**src/rtl/chunked_addsub.sv**
```systemverilog
// chunked_addsub: multi-cycle adder/subtractor that ripples CHUNK bits per clock,
// carrying between chunks in a register, with valid/ready handshakes on both sides.
module chunked_addsub #(
    parameter int WIDTH = 16,
    parameter int CHUNK = 4
) (
    input  logic             clk,
    input  logic             rst_n,
    input  logic             in_valid,
    output logic             in_ready,
    input  logic [WIDTH-1:0] a,
    input  logic [WIDTH-1:0] b,
    input  logic             cin,
    input  logic             sub,
    output logic             out_valid,
    input  logic             out_ready,
    output logic [WIDTH-1:0] sum,
    output logic             cout,
    output logic             ovf,
    output logic             zero
);
    localparam int NCHUNK = WIDTH / CHUNK;
    localparam int KW = NCHUNK > 1 ? $clog2(NCHUNK) : 1;
    typedef enum logic [1:0] {IDLE, RUN, DONE} state_t;
    state_t state, state_nxt;
    logic [WIDTH-1:0] opa, opb, sum_nxt;
    logic [KW-1:0] k;
    logic [CHUNK-1:0] ca, cb, s;
    logic carry, last, c, c7;
    assign in_ready = state == IDLE;
    assign out_valid = state == DONE;
    assign last = k == KW'(NCHUNK - 1);
    assign ca = opa[k*CHUNK +: CHUNK];
    assign cb = opb[k*CHUNK +: CHUNK];
    assign {c, s} = {1'b0, ca} + {1'b0, cb} + (CHUNK + 1)'(carry);
    // carry into the MSB recovered from the MSB's own sum and operand bits
    assign c7 = s[CHUNK-1] ^ ca[CHUNK-1] ^ cb[CHUNK-1];
    always_comb begin
        sum_nxt = sum;
        sum_nxt[k*CHUNK +: CHUNK] = s;
    end
    always_comb begin
        state_nxt = state;
        case (state)
            IDLE:    if (in_valid) state_nxt = RUN;
            RUN:     if (last) state_nxt = DONE;
            DONE:    if (out_ready) state_nxt = IDLE;
            default: state_nxt = IDLE;
        endcase
    end
    always_ff @(posedge clk or negedge rst_n) begin
        if (!rst_n) begin
            state <= IDLE;
            k     <= '0;
            carry <= 1'b0;
            opa   <= '0;
            opb   <= '0;
            sum   <= '0;
            cout  <= 1'b0;
            ovf   <= 1'b0;
            zero  <= 1'b0;
        end else begin
            state <= state_nxt;
            if (state == IDLE && in_valid) begin
                // subtraction becomes A + ~B + ~borrow
                opa   <= a;
                opb   <= b ^ {WIDTH{sub}};
                carry <= cin ^ sub;
                k     <= '0;
            end else if (state == RUN) begin
                sum   <= sum_nxt;
                carry <= c;
                if (last) begin
                    cout <= c;
                    ovf  <= c ^ c7;
                    zero <= ~|sum_nxt;
                end else begin
                    k <= k + 1'b1;
                end
            end
        end
    end
endmodule

```
**config.mk**
```make
export PLATFORM = sky130hd
export DESIGN_NAME = chunked_addsub
export DESIGN_NICKNAME = d
export VERILOG_FILES = /design/src/rtl/chunked_addsub.sv
export SDC_FILE = /design/constraint.sdc
export NUM_CORES = 1
export LEC_CHECK = 0
export ABC_AREA = 1
export BUFFER_PORTS_ARGS = -buffer_cell sky130_fd_sc_hd__buf_4
export CAP_MARGIN = 20
export CORE_UTILIZATION = 50
export DETAILED_ROUTE_END_ITERATION = 16
export PLACE_DENSITY_LB_ADDON = 0.25
export SYNTH_ARGS = -nofsm -noshare
export SYNTH_HDL_FRONTEND = slang
export SYNTH_SLANG_ARGS = --single-unit
```
**constraint.sdc**
```tcl
create_clock -name clk -period 5.83 [get_ports clk]
set_input_delay 0.2915 -clock clk [delete_from_list [all_inputs] [get_ports clk]]
set_output_delay 0.2915 -clock clk [all_outputs]
set_load 0.01 [all_outputs]
```
==> impl_metrics.json <==
{
  "status": "completed",
  "syn_to_final_growth_pct": 17.0,
  "cts_tree": "done",
  "start_util": 0.523,
  "setup_tns_ns": 0,
  "final_hold_viol_count": 0,
  "grt-ovfl-total": 0,
  "clk_pin_slew_worst_paths_ns": 0.10,
  "grt_pass1_wl_microns": 11200,
  "clk_latency_ns": 0.31,
  "synthTopCellsByArea": "dfrtp_1 (45%), nand2_1 (17%), o21ai_0 (5.3%), xnor2_1 (5.0%), nor2_1 (4.2%)",
  "dr.pass1.iters": 4,
  "drt_iter0_drc": 135,
  "finalCritPeriodShare": 0.649,
  "setup.worst_path.class": "register to register",
  "die-area_sq_um": 6580,
  "setup_viol": 0,
  "place.gp.congestion": 0.899,
  "cts.path.max_buffers": 2,
  "cp.arrival_ns": 3.99,
  "hp-class": "input pin to asynchronous set/reset pin",
  "cp-start-kind": "register",
  "ys_seq_area_frac": 0.448,
  "drv_slew": 0,
  "min_period_ns": 3.78,
  "max_cap_violations": 0,
  "cts.sinks": 56,
  "postCtsSetupRepairBufs": 0,
  "hold_buffers": 0,
  "yosysWarnings": 0,
  "skew_ns": 0.00875,
  "post_cts_resized": 0,
  "endpoint_kind": "register",
  "cts_max_level": 2,
  "ys_seq_elements": 56,
  "cts_buffers": 5,
  "combPwrFrac": 0.581,
  "path_max_fanout": 33,
  "crit_required_ns": 6.03,
  "syn_area_sq_um": 3130,
  "p_sw_frac": 0.481,
  "max_freq_mhz": 264,
  "layout-drive-gt1-share": 0.176,
  "dp_slack_ns": 2.11,
  "seqPwrFrac": 0.322,
  "clockRootBuffer": "clkbuf_8",
  "antenna_found_initial": 0,
  "pwr_density_cell_nw_per_um2": 621,
  "wl_per_cell_microns": 12.7,
  "p_int_mw": 1.18,
  "wl_microns": 6670,
  "num_rows": 28,
  "syn_inst": 400,
  "fin_nets": 498,
  "die_w_microns": 81.1,
  "synth_nets": 449,
  "power_switching_mw": 1.09,
  "tightest_slew_ns": 0.990,
  "core_sq_um": 5990,
  "final_cell_mix": "nand2_1 (138), buf_4 (58), dfrtp_1 (56), nor2_1 (35), o21ai_0 (33)",
  "synthArstFlopShare": 1.00,
  "clockPowerShare": 0.097,
  "drt.antenna.violating_nets": 0,
  "slew_headroom": 0.340,
  "yosysUniqueCellTypes": 33,
  "grt_max_degree": 57,
  "yosysTopAreaCellShare": 0.448,
  "syn_area_per_cell_sq_um": 7.83,
  "die_y_microns": 81.1,
  "diodes": 0,
  "synth_edf_count": 0,
  "rsz0062_at_grt": "false",
  "leakage_nw": 1.87,
  "finalWorstSetupSlack_ns": 2.05,
  "avgViaCountPerCell": 5.13,
  "synth.largest_area_cell": "dfrtp_1",
  "grt_pass1_vias": 2537,
  "io_pins": 59,
  "drc": 0,
  "hpwl_microns": 4890,
  "synthFlopType": "dfrtp_1",
  "mostFrequentLayoutCell": "nand2_1",
  "vias": 2691,
  "place.port_buffers": 58,
  "vdd_drop_max_mv": 0.289,
  "grt_usage": 0.223
}
## logic make-up (layout without fill, tap and decap cells)
family / count (synthesis) / after routing / share of synthesized area
and+or+nand+nor: 206 / 206 / 0.274
AOI/OAI and AO/OA: 59 / 59 / 0.108
DFF: 56 / 56 / 0.448
buffers and inverters: 49 / 99 / 0.0687
xor gates and xnor gates: 19 / 19 / 0.0532
adders and majority gates: 11 / 11 / 0.0488
## worst paths after layout
check	from	to	slack [ns]	cells after the start
min in group clk	out_ready	state[1]	0.15	2
worst max register to register	k[0]	zero	2.05	16
worst max-delay path	k[0]	zero	2.05	16
max in group asynchronous	rst_n	sum[3]	5.35	1
worst min-delay path	rst_n	state[1]	0.008	1
worst min register to register	opa[8]	opa[8]	0.49	2
## cell usage after synthesis, drive strengths merged (2+ instances only)
library cell  number
nand3             23
nor2              39
inv               33
nand2            142
fa                 2
clkbuf             2
a32oi              2
buf               14
a31oi              9
a21oi              3
ha                 9
o21ai             36
xnor2             18
dfrtp             56
o22ai              4
## cell type report
| class | count | area (sq um) |
|---|---|---|
| Sequential cell | 56 | 1400 |
| Clock inverter | 1 | 7.51 |
| Tap cell | 75 | 93.8 |
| Timing Repair Buffer | 58 | 435 |
| Inverter | 33 | 124 |
| Fill cell | 551 | 2330 |
| Multi-Input combinational cell | 295 | 1510 |
| Clock buffer | 7 | 86.3 |
## power by group through the flow
stage / clock [mW] / sequential (mW) / combinational [mW]
2_1_floorplan: 0 / 0.699 / 1.02
5_1_grt: 0.241 / 0.754 / 1.51
6_report: 0.221 / 0.731 / 1.32
4_1_cts: 0.227 / 0.731 / 1.33
3_5_place_dp: 0 / 0.738 / 1.32
3_3_place_gp: 0 / 0.731 / 1.28
## critical path: stages (launching register included)
cell and delay [ns]:
dfrtp_1 1.01, inv_1 0.52, o21ai_0 0.30, o22ai_1 0.12, fa_1 0.44, inv_1 0.08, fa_1 0.43, nor2_1 0.20
nand3_1 0.12, nand2_1 0.11, nor2_1 0.05, nand2_1 0.05, nor2_1 0.04, nand2_1 0.07, nor2_1 0.04, nand3_1 0.06
nand2_1 0.05
## registers in the layout, indices dropped and copies added (netlist names)
name / count
zero: 1
carry: 1
ovf: 1
opb: 16
sum: 16
opa: 16
state: 2
k: 2
cout: 1
## per-stage QoR
step | hold slack, ns | total power, mW | cells | area [sq um] | utilization
after global placement | 0.387 | 2.01 | 517 | 3570 | 0.596
after CTS | 0.0405 | 2.29 | 525 | 3660 | 0.611
after floorplan | -0.00409 | 1.72 | 400 | 3130 | -
final | 0.00835 | 2.27 | 525 | 3660 | 0.611
after detailed placement | 0.389 | 2.06 | 517 | 3570 | 0.596
after global routing | 0.0798 | 2.51 | 525 | 3660 | 0.611
## per-layer routing
metal | GRT usage | up-vias | part of all wire
li1 | - | 1374 | -
met1 | 0.278 | 1236 | 0.45
met2 | 0.392 | 76 | 0.50
met3 | 0.0348 | 5 | 0.041
met4 | 0.0768 | 0 | 0.010
met5 | 0 | - | 0
Note: power is estimated with default switching activity, not from simulation.
